--- config.mk ---
export PLATFORM = sky130hd
export DESIGN_NAME = paddle_position_tracker
export DESIGN_NICKNAME = d
export VERILOG_FILES = /design/src/rtl/paddle_position_tracker.sv
export SDC_FILE = /design/constraint.sdc
export NUM_CORES = 1
export LEC_CHECK = 0
export CORE_UTILIZATION = 25
export DETAILED_ROUTE_END_ITERATION = 8
export HOLD_SLACK_MARGIN = 0.02
export PLACE_DENSITY_LB_ADDON = 0.25
export SYNTH_ARGS = -nofsm -noshare
export SYNTH_HDL_FRONTEND = slang
export SYNTH_SLANG_ARGS = --single-unit
--- constraint.sdc ---
create_clock -name clk -period 3.73 [get_ports clk]
set_input_delay 0.746 -clock clk [delete_from_list [all_inputs] [get_ports clk]]
set_output_delay 0.746 -clock clk [all_outputs]
set_load 0.02 [all_outputs]
--- src/rtl/paddle_position_tracker.sv ---
// ============================================================================
// Module   : paddle_position_tracker
// Purpose  : Frame-synchronous paddle Y tracker with pixel-hit and collision query ports.
//            Optional macro PADDLE_WRAP_EN: commit wraps around the Y range instead of clamping.
// Revision : 1.0
// ============================================================================
`default_nettype none

module paddle_position_tracker #(
  parameter int SCREEN_HEIGHT = 480,
  parameter int PADDLE_HEIGHT = 64,
  parameter int PADDLE_X      = 16,
  parameter int PADDLE_WIDTH  = 8,
  parameter int INIT_Y        = 208,
  parameter int MAX_PENDING   = 15,
  parameter int COORD_W       = 10
) (
  input  logic                      clk,
  input  logic                      rst,
  input  logic signed [1:0]         position_change,
  input  logic                      frame_start,
  input  logic                      pixel_valid,
  input  logic [COORD_W-1:0]        pixel_x,
  input  logic [COORD_W-1:0]        pixel_y,
  output logic                      pixel_on,
  output logic                      pixel_on_valid,
  input  logic                      hit_req,
  input  logic [COORD_W-1:0]        ball_y,
  input  logic [COORD_W-1:0]        ball_height,
  output logic                      hit_ack,
  output logic                      hit,
  output logic signed [COORD_W:0]   hit_offset,
  output logic [COORD_W-1:0]        paddle_y,
  output logic                      at_top,
  output logic                      at_bottom
);

  localparam int c_pend_w = $clog2(MAX_PENDING + 1) + 1;
  localparam int c_sum_w  = COORD_W + 2;

  localparam logic signed [c_pend_w:0]  c_sat_hi = (c_pend_w + 1)'(MAX_PENDING);
  localparam logic signed [c_pend_w:0]  c_sat_lo = -c_sat_hi;
  localparam logic signed [c_sum_w-1:0] c_y_max  = c_sum_w'(SCREEN_HEIGHT - PADDLE_HEIGHT);
  localparam logic [COORD_W-1:0]        c_y_max_u = COORD_W'(SCREEN_HEIGHT - PADDLE_HEIGHT);
  localparam logic [COORD_W-1:0]        c_init_y = COORD_W'(INIT_Y);
  localparam logic [COORD_W:0]          c_x_lo   = (COORD_W + 1)'(PADDLE_X);
  localparam logic [COORD_W:0]          c_x_hi   = (COORD_W + 1)'(PADDLE_X + PADDLE_WIDTH);
  localparam logic [COORD_W:0]          c_ph     = (COORD_W + 1)'(PADDLE_HEIGHT);
  localparam logic [COORD_W:0]          c_ph_half = (COORD_W + 1)'(PADDLE_HEIGHT / 2);

  logic signed [c_pend_w-1:0] r_pending;
  logic [COORD_W-1:0]         r_paddle_y;

  logic signed [1:0]          w_step;
  logic signed [c_pend_w:0]   w_pend_sum;
  logic signed [c_pend_w-1:0] w_pend_sat;
  logic signed [c_sum_w-1:0]  w_y_sum;
  logic signed [c_sum_w-1:0]  w_y_adj;
  logic [COORD_W-1:0]         w_y_next;

  // 2'b10 is not a legal tick and contributes nothing.
  assign w_step = (position_change == 2'sb10) ? 2'sb00 : position_change;

  always_comb begin
    w_pend_sum = $signed({r_pending[c_pend_w-1], r_pending})
               + $signed({{(c_pend_w - 1){w_step[1]}}, w_step});
    w_pend_sat = w_pend_sum[c_pend_w-1:0];
    if (w_pend_sum > c_sat_hi)
      w_pend_sat = c_sat_hi[c_pend_w-1:0];
    else if (w_pend_sum < c_sat_lo)
      w_pend_sat = c_sat_lo[c_pend_w-1:0];
  end

  always_comb begin
    w_y_sum = $signed({2'b00, r_paddle_y})
            + $signed({{(c_sum_w - c_pend_w){r_pending[c_pend_w-1]}}, r_pending});
    w_y_adj = w_y_sum;
`ifdef PADDLE_WRAP_EN
    if (w_y_sum[c_sum_w-1])
      w_y_adj = w_y_sum + c_y_max + c_sum_w'(1);
    else if (w_y_sum > c_y_max)
      w_y_adj = w_y_sum - c_y_max - c_sum_w'(1);
`else
    if (w_y_sum[c_sum_w-1])
      w_y_adj = '0;
    else if (w_y_sum > c_y_max)
      w_y_adj = c_y_max;
`endif
    w_y_next = w_y_adj[COORD_W-1:0];
  end

  always_ff @(posedge clk or posedge rst) begin
    if (rst) begin
      r_paddle_y <= c_init_y;
      r_pending  <= '0;
    end else if (frame_start) begin
      r_paddle_y <= w_y_next;
      r_pending  <= $signed({{(c_pend_w - 2){w_step[1]}}, w_step});
    end else begin
      r_pending  <= w_pend_sat;
    end
  end

  assign paddle_y  = r_paddle_y;
  assign at_top    = (r_paddle_y == '0);
  assign at_bottom = (r_paddle_y == c_y_max_u);

  // Paddle span ends, widened by one bit so top+height never wraps.
  logic [COORD_W:0] w_pad_top;
  logic [COORD_W:0] w_pad_bot;
  logic [COORD_W:0] w_px;
  logic [COORD_W:0] w_py;
  logic             w_pix_in;

  assign w_pad_top = {1'b0, r_paddle_y};
  assign w_pad_bot = w_pad_top + c_ph;
  assign w_px      = {1'b0, pixel_x};
  assign w_py      = {1'b0, pixel_y};
  assign w_pix_in  = (w_px >= c_x_lo) && (w_px < c_x_hi) &&
                     (w_py >= w_pad_top) && (w_py < w_pad_bot);

  always_ff @(posedge clk or posedge rst) begin
    if (rst) begin
      pixel_on_valid <= 1'b0;
      pixel_on       <= 1'b0;
    end else begin
      pixel_on_valid <= pixel_valid;
      pixel_on       <= pixel_valid & w_pix_in;
    end
  end

  logic             r_s1_valid;
  logic             r_s1_ball_nz;
  logic [COORD_W:0] r_s1_ball_top;
  logic [COORD_W:0] r_s1_ball_bot;
  logic [COORD_W:0] r_s1_ball_mid;
  logic [COORD_W:0] r_s1_pad_top;
  logic [COORD_W:0] r_s1_pad_bot;
  logic [COORD_W:0] r_s1_pad_mid;

  always_ff @(posedge clk or posedge rst) begin
    if (rst) begin
      r_s1_valid    <= 1'b0;
      r_s1_ball_nz  <= 1'b0;
      r_s1_ball_top <= '0;
      r_s1_ball_bot <= '0;
      r_s1_ball_mid <= '0;
      r_s1_pad_top  <= '0;
      r_s1_pad_bot  <= '0;
      r_s1_pad_mid  <= '0;
    end else begin
      r_s1_valid <= hit_req;
      if (hit_req) begin
        r_s1_ball_nz  <= (ball_height != '0);
        r_s1_ball_top <= {1'b0, ball_y};
        r_s1_ball_bot <= {1'b0, ball_y} + {1'b0, ball_height};
        r_s1_ball_mid <= {1'b0, ball_y} + {2'b00, ball_height[COORD_W-1:1]};
        r_s1_pad_top  <= w_pad_top;
        r_s1_pad_bot  <= w_pad_bot;
        r_s1_pad_mid  <= w_pad_top + c_ph_half;
      end
    end
  end

  logic signed [COORD_W+1:0] w_offset;
  logic                      w_hit;

  // A zero-height ball has an empty span and can never overlap.
  assign w_hit    = r_s1_ball_nz && (r_s1_ball_top < r_s1_pad_bot) &&
                    (r_s1_ball_bot > r_s1_pad_top);
  assign w_offset = $signed({1'b0, r_s1_ball_mid}) - $signed({1'b0, r_s1_pad_mid});

  always_ff @(posedge clk or posedge rst) begin
    if (rst) begin
      hit_ack    <= 1'b0;
      hit        <= 1'b0;
      hit_offset <= '0;
    end else begin
      hit_ack <= r_s1_valid;
      if (r_s1_valid) begin
        hit        <= w_hit;
        hit_offset <= w_offset[COORD_W:0];
      end
    end
  end

endmodule

`default_nettype wire

==> After elaboration in Yosys (flattened, before gate mapping) <==
Cells that the tools add are included.
{ "totals": {"ff_bits": 96, "latch_bits": 0, "ramBits": 0, "rom_bits": 0, "in_bits": 47, "output_inout_bits": 27, "wordCells": 47, "n_memories": 0} }
{ "classes": {"addsub": 7, "n_mul": 0, "div": 0, "n_lt_le_gt_ge": 9, "n_eq_ne": 2, "shifts": 0, "n_mux": 6, "bitwise": 1, "reduce_logical": 7} }
{ "op_table": {"columns": ["op", "n"], "rows": [
  ["10-bit by 11-bit < comparator with 1-bit output", 2],
  ["10-bit two-way mux", 2],
  ["5-bit two-way mux", 3],
  ["11-bit by 5-bit adder with 12-bit output", 1],
  ["12-bit by 10-bit > comparator with 1-bit output, second input constant", 1],
  ["10-bit by 10-bit adder with 11-bit output", 1],
  ["10-bit by 6-bit adder with 11-bit output, second input constant", 1],
  ["10-bit by 7-bit adder with 11-bit output, second input constant", 1],
  ["10-bit by 9-bit adder with 11-bit output", 1],
  ["11-bit by 10-bit > comparator with 1-bit output", 1],
  ["11-bit subtractor", 1],
  ["10-bit by 9-bit equality test with 1-bit output, second input constant", 1],
  ["10-bit >= comparator", 1],
  ["10-bit by 5-bit >= comparator with 1-bit output, second input constant", 1],
  ["10-bit zero test", 1],
  ["10-bit by 5-bit < comparator with 1-bit output, second input constant", 1],
  ["10-bit nonzero test", 1],
  ["5-bit by 2-bit adder with 6-bit output", 1],
  ["6-bit by 5-bit > comparator with 1-bit output, second input constant", 1],
  ["6-bit by 5-bit < comparator with 1-bit output, second input constant", 1],
  ["1-bit logical AND", 5],
  ["2-bit equality test, second input constant", 1],
  ["2-bit two-way mux", 1],
  ["1-bit bitwise AND", 1]
]} }

==> Longest topological paths before layout <==
Gate-level depths: netlist (run 1).
{ "depth": {"ltp_word": 7, "mapped_depth": 11, "depth_no_buf": 11} }

==> Worst setup path before layout (run 1) <==
Ideal clock, no wire load.
{ "synth_path": {"path_type": "input to register", "startpoint": "input ball_y[0]", "endpoint": "register r_s1_ball_bot[8]", "setup_ps": 120, "arrival_ps": 2578, "required_time_ps": 3610, "slack_ps": 1031, "stages": 11, "n_path_buf": 0, "path_cell_list": "ha_1 > inv_1 > fa_1 > nor2b_1 > o21ai_0 > a21boi_0 > o21ai_0 > a21boi_0 > o21ai_0 > a21o_1 > a31o_2"} }
{ "synth_via": {"elab_chain_cells": 1} }
{ "synth_lines": {"columns": ["element", "line", "text"], "rows": [
  ["start: declaration", "28", "input logic [COORD_W-1:0] ball_y,"],
  ["10-bit by 10-bit adder with 11-bit output", "156", "r_s1_ball_bot <= {1'b0, ball_y} + {1'b0, ball_height};"],
  ["end signal: assignment", "156", null],
  ["end: declaration", "135", "logic [COORD_W:0] r_s1_ball_bot;"]
]} }
No other way between the ends.
A chain may end at the register's enable or synchronous reset.

==> Worst setup path in the final report (run 1) <==
{ "layout_path": {"startpoint": "register r_paddle_y[2], in the netlist paddle_y[2]", "endpoint": "output at_top"} }
{ "layout_via": {"elab_chain_cells": 1} }
{ "layout_lines": {"columns": ["element", "line", "text"], "rows": [
  ["start: declaration", "52", "logic [COORD_W-1:0] r_paddle_y;"],
  ["start signal: assignment", "94", "r_paddle_y <= c_init_y;"],
  ["start signal: assignment", "97", "r_paddle_y <= w_y_next;"],
  ["10-bit zero test", "105", "assign at_top = (r_paddle_y == '0);"],
  ["end: declaration", "34", "output logic at_top,"]
]} }
No other way between the ends.

==> impl_metrics.py, run 1 <==
metrics = {
    "run_status": {
        "status": "finished clean",
    },
    "drt": {
        "wl_per_cell_um": 14.98,
        "avgViaCountPerCell": 4.541,
        "routed_wl_mm": 15.25,
        "drtAntennaViolNets": 0,
        "via_count": 4623,
        "drc": 0,
        "drtIter0Drc": 226,
        "drt_pass1_iterations": 4,
    },
    "placed_design": {
        "dp_hpwl_mm": 11.82,
        "io_buffer_count": 70,
        "gp_congestion": 0.8098,
    },
    "grt": {
        "grt_max_degree": 45,
        "grt_pass1_vias": 4779,
        "grt_pass1_wl_mm": 25.17,
        "grt_overflow": 0,
        "grt_use_total_pct": 13.22,
        "antenna_found_initial": 0,
    },
    "logic_synthesis": {
        "synth-xor-area-share_pct": 4.938,
        "synth_ff_type": "dfrtp_1",
        "netlist_area_um2": 6031,
        "synth_compound_area_share_pct": 18.73,
        "muxShareOfSynthArea_pct": 6.058,
        "syn_area_per_cell_um2": 9.649,
        "ys_seq_area_share_pct": 35.33,
        "synth-seq-cells": 85,
        "synth_nets": 755,
        "synthAdderAreaFrac_pct": 17.72,
        "ys_warn_count": 0,
        "async_reset_ff_share_pct": 100.0,
        "synth-simple-area-share_pct": 11.47,
        "yosys.cell_types.count": 62,
        "synth_top_family_by_area": "compound AO/OA/AOI/OAI gates",
        "syn_inst": 625,
        "synth_edf_count": 0,
    },
    "pwr": {
        "power_density_nw_per_um2": 636.1,
        "irDropWorstVdd_mv": 0.2337,
        "p_int_mw": 2.811,
        "power_frac_seq_pct": 30.2,
        "p_sw_mw": 1.901,
        "clock_power_share_pct": 20.1,
        "p_sw_share_pct": 40.35,
        "p_comb_share_pct": 49.7,
        "leakage_nw": 3.199,
    },
    "cts": {
        "post_cts_buffers": 0,
        "path_clk_slew_ns": 0.07,
        "postCtsResizedCells": 0,
        "cts-hold-fix-buffers": 0,
        "cts_tree": "done",
        "cts-root-buf": "clkbuf_16",
        "cts.sinks": 85,
        "clock_path_buffers": 2,
        "h-tree-depth": 3,
        "numCtsBuffers": 9,
        "clock_latency_ns": 0.35,
    },
    "sta": {
        "slew_viol_final": 0,
        "clock.fmax_ghz": 0.3068,
        "rsz0062_at_grt": "false",
        "worstMarginPinSlew_ns": 0.7989,
        "fin_tns_setup_ns": 0,
        "period_needed_ns": 3.259,
        "min_period_over_period_pct": 87.38,
        "finalSetupViolations": 0,
        "hold_viol_final": 0,
        "slew_headroom_pct": 46.74,
        "finClkSkew_ns": 0.01039,
    },
    "hold_path": {
        "hp-class": "reg -> reg",
        "whs_path_depth": 1,
        "min-delay-start": "hit_offset[3]$_DFFE_PP0P_",
        "hold_path_end": "hit_offset[3]$_DFFE_PP0P_",
    },
    "die": {
        "ios": 74,
        "coreArea_um2": 23540,
        "die_area_um2": 24750,
        "dieWidth_um": 157.3,
        "rows": 56,
        "die_h_um": 157.3,
        "initial_core_util_pct": 25.62,
    },
    "worst_setup_path": {
        "endpoint_kind": "primary output",
        "worst-setup-path-type": "reg -> out",
        "r2r_end": "paddle_y[0]$_DFFE_PP0P_",
        "reg2reg_from": "r_pending[4]$_DFF_PP0_",
        "reg2reg_depth": 9,
        "r2r_slack_ns": 0.95,
        "cp.required_ns": 2.98,
        "critPathArrivalTime_ns": 2.51,
        "startpoint_type": "flip-flop",
        "worst-path-max-fanout": 5,
    },
    "layout": {
        "fin_util_pct": 31.47,
        "area_growth_pct": 22.84,
        "nNetsFinal": 824,
        "n_antenna_cell": 0,
        "fillers": 2511,
        "layout-drive-gt1-share_pct": 10.44,
    },
    "run": {
        "maxCapViolCount": 0,
    },
}
[placed cells by master (no fill, tap or decap), types with 3 or more instances in the layout]
master | synthesis | routed
xor2_1 | 7 | 7
o21bai_1 | 4 | 4
a21o_1 | 13 | 13
o22ai_1 | 5 | 5
nor2b_1 | 11 | 11
xnor2_1 | 27 | 27
inv_1 | 66 | 65
nor4_1 | 5 | 5
o21ai_0 | 40 | 40
nand4_1 | 5 | 5
clkbuf_16 | 0 | 9
mux2_2 | 28 | 28
o311ai_0 | 3 | 3
mux2i_1 | 5 | 5
fa_1 | 4 | 4
nand2_1 | 34 | 34
nand4b_1 | 5 | 5
a21boi_0 | 6 | 6
o31ai_1 | 3 | 3
nor3_1 | 7 | 7
nor2_1 | 37 | 37
o22ai_2 | 5 | 5
o21a_1 | 11 | 11
a31oi_1 | 6 | 6
clkdlybuf4s50_1 | 0 | 69
dfrtp_1 | 82 | 82
a211oi_1 | 5 | 5
o211ai_1 | 6 | 6
dfstp_2 | 3 | 3
nand2b_1 | 9 | 9
nand3_1 | 8 | 8
ha_1 | 79 | 79
a21oi_1 | 41 | 41
buf_4 | 6 | 7
nor4b_1 | 4 | 4
[layer usage]
layer  track usage, %  vias to the layer above  part of all wire, %
met5                0                        -                    0
met4            3.375                        0                  1.2
met3            2.450                       13                  2.9
met2            21.74                       69                   46
met1            17.69                     2185                   50
li1                 -                     2356                    -
[cells by family after synthesis]
group                    after synthesis
buffers and inverters                 86
AND/OR/NAND/NOR                      137
multiplexers                          33
AO/OA/AOI/OAI                        167
flip-flops                            85
XOR/XNOR                              34
adder cells (fa/ha/maj)               83
[worst max-delay path by stage]
stage          slack [ns]                            to                    start  cells past startpoint
2_1_floorplan        0.80               hit$_DFFE_PP0P_                      rst                      1
3_5_place_dp         0.15  r_s1_ball_bot[8]$_DFFE_PP0P_           ball_height[0]                     12
4_1_cts              0.50  r_s1_ball_bot[8]$_DFFE_PP0P_           ball_height[0]                     12
5_1_grt              0.27  r_s1_ball_bot[8]$_DFFE_PP0P_           ball_height[0]                     12
3_3_place_gp         0.15  r_s1_ball_bot[8]$_DFFE_PP0P_                ball_y[0]                     12
6_report             0.47                        at_top  paddle_y[2]$_DFFE_PP0P_                      4
[area by class of cell]
class                           instances  area, um2  area share [%]
Inverter                               66      249.0           3.361
Clock inverter                          6      68.82          0.9289
Sequential cell                        85       2131           28.76
Clock buffer                           10      239.0           3.226
Tap cell                              319      399.1           5.388
Multi-Input combinational cell        454       3553           47.96
Timing Repair Buffer                   78      768.2           10.37
[sequential cells by signal (all words and copies together), names as in the netlist, 4 cells and up]
register	flops
r_s1_ball_bot	11
r_s1_pad_mid	6
r_s1_pad_bot	11
paddle_y	10
r_pending	5
r_s1_pad_top	4
r_s1_ball_top	10
r_s1_ball_mid	11
hit_offset	11
[critical path, cell delays in order, from the launching register on]
cell and delay [ns]:
dfrtp_1 0.45, nor4_1 0.34, nand3_1 0.16, nor4b_1 0.49
clkdlybuf4s50_1 0.72
[per-stage QoR]
stage | instances | instance area (um2) | hold slack (ns) | total power [mW] | worst slack, ns
after floorplan | 625 | 6031 | 0.4581 | 3.066 | 0.7955
after global placement | 1002 | 7101 | 0.4922 | 3.778 | 0.1490
after detailed placement | 1002 | 7101 | 0.4958 | 3.794 | 0.1519
after CTS | 1018 | 7408 | 0.5128 | 4.780 | 0.5046
after global routing | 1018 | 7408 | 0.5281 | 5.142 | 0.2659
final | 1018 | 7408 | 0.5074 | 4.712 | 0.4709
[power by group through the flow]
stage | clock, mW | combinational, mW | sequential [mW]
final | 0.947 | 2.34 | 1.42
after global routing | 1.01 | 2.66 | 1.46
after CTS | 0.981 | 2.37 | 1.43
after detailed placement | 0 | 2.35 | 1.44
after global placement | 0 | 2.34 | 1.44
after floorplan | 0 | 1.62 | 1.45
[cells in the mapped netlist, drive strengths merged (7+ instances only)]
master / n / share of area (%)
buf: 10 / 1.0
nand3: 8 / 0.66
nor2: 37 / 2.3
nor3: 7 / 0.58
clkbuf: 10 / 0.62
nand2b: 9 / 0.93
ha: 79 / 16
dfrtp: 82 / 34
nand2: 34 / 2.1
o21a: 11 / 1.4
mux2: 28 / 5.2
nor2b: 11 / 1.1
o22ai: 10 / 1.6
inv: 66 / 4.1
xnor2: 27 / 3.9
o21ai: 42 / 3.5
a21o: 14 / 1.8
a21oi: 41 / 3.4
xor2: 7 / 1.0
Note: power is estimated with default switching activity, not from simulation.
==> run 2: changes to the inputs <==
- CORE_ASPECT_RATIO: unset -> 0.6
- TNS_END_PERCENT: unset -> 20
==> run 2 against run 1 <==
Compared with the run above:
- clock power increased by 7%
- clock skew shrank 0.0033 ns
- combinational power is 3% higher
- die area about the same
- first-iteration DRC count is 38% higher
- critical path depth rose by 8
- fmax up 0.13%
- highest routed layer unchanged
- largest power group unchanged
- count of clock-buffer cells in the layout grew 1
==> impl_metrics.py, run 2 (same netlist as run 1, synthesis figures left out) <==
metrics = {
    "grt": {
        "grt_max_degree": 40,
        "grt_pass1_wl_mm": 25.60,
        "grt_use_total_pct": 13.67,
        "antenna_found_initial": 0,
        "grt_overflow": 0,
        "grt_pass1_vias": 4368,
    },
    "run_status": {
        "status": "finished clean",
    },
    "sta": {
        "hold_viol_final": 0,
        "period_needed_ns": 3.255,
        "finClkSkew_ns": 0.007128,
        "fin_hold_ws_ns": 0.5168,
        "clock.fmax_ghz": 0.3072,
        "slew_headroom_pct": 53.74,
        "fin_tns_setup_ns": 0,
        "min_period_over_period_pct": 87.27,
        "worstMarginPinSlew_ns": 0.6939,
        "finalSetupViolations": 0,
        "rsz0062_at_grt": "false",
        "slew_viol_final": 0,
    },
    "cts": {
        "postCtsResizedCells": 0,
        "cts-root-buf": "clkbuf_16",
        "post_cts_buffers": 0,
        "numCtsBuffers": 9,
        "clock_latency_ns": 0.35,
        "cts.sinks": 85,
        "h-tree-depth": 3,
        "cts_tree": "done",
        "path_clk_slew_ns": 0.06,
        "clock_path_buffers": 2,
        "cts-hold-fix-buffers": 0,
    },
    "die": {
        "initial_core_util_pct": 25.77,
        "dieWidth_um": 202.5,
        "coreArea_um2": 23400,
        "die_area_um2": 24770,
        "die_h_um": 122.3,
        "ios": 74,
        "rows": 43,
    },
    "hold_path": {
        "whs_path_depth": 1,
        "hp-class": "reg -> reg",
    },
    "worst_setup_path": {
        "reg2reg_depth": 11,
        "cpLargestDelayFamily": "compound AO/OA/AOI/OAI gates",
        "crit_chain": "clkdlybuf4s50_1 > ha_1 > inv_1 > fa_1 > nor2b_1 > o21ai_0 > a21boi_0 > o21ai_0 > a21boi_0 > o21ai_0 > a21o_1 > a31o_2",
        "cp.required_ns": 3.97,
        "crit_slowest_cell": "clkdlybuf4s50_1",
        "worst-path-max-fanout": 3,
        "worst-setup-path-type": "in -> reg",
        "path_common_cell": "o21ai_0",
        "critPathArrivalTime_ns": 3.49,
        "crit_buf_inv": 2,
        "startpoint_type": "primary input",
        "cpPeakStageDelay_ns": 0.52,
        "endpoint_kind": "flip-flop",
        "worstSetupPathDepth": 12,
    },
    "pwr": {
        "p_sw_share_pct": 40.48,
        "power_density_nw_per_um2": 655.1,
        "leakage_nw": 3.210,
        "p_sw_mw": 1.968,
        "p_int_mw": 2.895,
        "p_comb_share_pct": 49.6,
        "clock_power_share_pct": 20.8,
        "irDropWorstVdd_mv": 0.2177,
        "power_frac_seq_pct": 29.7,
    },
    "placed_design": {
        "dp_hpwl_mm": 12.83,
        "gp_congestion": 0.8028,
        "io_buffer_count": 70,
        "place_area_um2": 7088,
    },
    "drt": {
        "drtAntennaViolNets": 0,
        "drt_pass1_iterations": 5,
        "drc": 0,
        "wl_per_cell_um": 16.03,
        "drtIter0Drc": 312,
        "avgViaCountPerCell": 4.525,
        "via_count": 4584,
        "routed_wl_mm": 16.24,
    },
    "layout": {
        "layout-drive-gt1-share_pct": 10.32,
        "mostFrequentLayoutCell": "dfrtp_1",
        "design_area_um2": 7423,
        "n_antenna_cell": 0,
        "final_cell_mix": "dfrtp_1 (82), ha_1 (79), clkdlybuf4s50_1 (69)",
        "area_growth_pct": 23.09,
        "nNetsFinal": 823,
        "fillers": 2433,
    },
    "run": {
        "maxCapViolCount": 0,
    },
}
[run 2: cell types whose count changed in the layout (fill, tap and decap cells not counted)]
cell	previous run	this run
buf_4	7	6
bufinv_16	1	2
clkbuf_8	1	2
clkinv_4	1	2
clkinvlp_4	1	0
inv_6	2	0
[run 2: cell type report]
class	instances	area, um2	share of cell area, %
multi-input combinational	454	3553	47.87
sequential	85	2131	28.70
timing repair buffer	77	760.7	10.25
tap	315	394.1	5.309
clock buffer	11	252.7	3.405
inverter	66	249.0	3.354
clock inverter	5	82.58	1.112
[run 2: worst reg2reg max path, cell delays in order, from the launching register on]
cell and delay, ns:
dfrtp_1 0.47, ha_1 0.21, inv_1 0.05, fa_1 0.40, nor2b_1 0.17, o31a_1 0.24
a211oi_1 0.17, a2111oi_2 0.30, o21ai_1 0.09, o211a_2 0.21, a211o_4 0.37, o22ai_2 0.11
[run 2: path summary, 6_finish.rpt]
check | from | end | slack, ns
min in group asynchronous | rst | hit_offset[0]$_DFFE_PP0P_ | 0.81
max | ball_y[0] | r_s1_ball_bot[8]$_DFFE_PP0P_ | 0.47
max in group asynchronous | rst | r_s1_ball_bot[6]$_DFFE_PP0P_ | 2.26
max reg2reg | paddle_y[0]$_DFFE_PP0P_ | paddle_y[0]$_DFFE_PP0P_ | 0.86
min | r_s1_ball_mid[2]$_DFFE_PP0P_ | r_s1_ball_mid[2]$_DFFE_PP0P_ | 0.52
min reg2reg | r_s1_ball_mid[2]$_DFFE_PP0P_ | r_s1_ball_mid[2]$_DFFE_PP0P_ | 0.52
[run 2: stage by stage]
stage	worst slack, ns	total power, mW	utilization, %	std cells
final	0.4750	4.863	31.72	1013
after global routing	0.2320	5.264	31.72	1013
after CTS	0.4878	4.903	31.72	1013
after detailed placement	0.1458	3.855	30.29	997
after global placement	0.1397	3.849	30.29	997
after floorplan	0.7955	3.066	-	625
[run 2: power by group through the flow]
stage	clock network, mW	logic [mW]	registers (mW)
after floorplan	0	1.62	1.45
after CTS	1.04	2.41	1.45
final	1.01	2.41	1.44
after global routing	1.07	2.70	1.49
after global placement	0	2.39	1.46
after detailed placement	0	2.39	1.47
[run 2: routing by layer]
layer | track usage [%] | vias to the layer above | wire length [um]
met5 | 0 | - | 0
met4 | 2.256 | 0 | 65
met3 | 3.505 | 5 | 713
met2 | 16.50 | 82 | 5633
met1 | 22.92 | 2130 | 9829
li1 | - | 2367 | -
==> run 3: changes to the inputs <==
- CTS_CLUSTER_DIAMETER: unset -> 50
==> results of run 3 <==
Same layout as run 2: the final DEF is identical, and so are final timing and power.
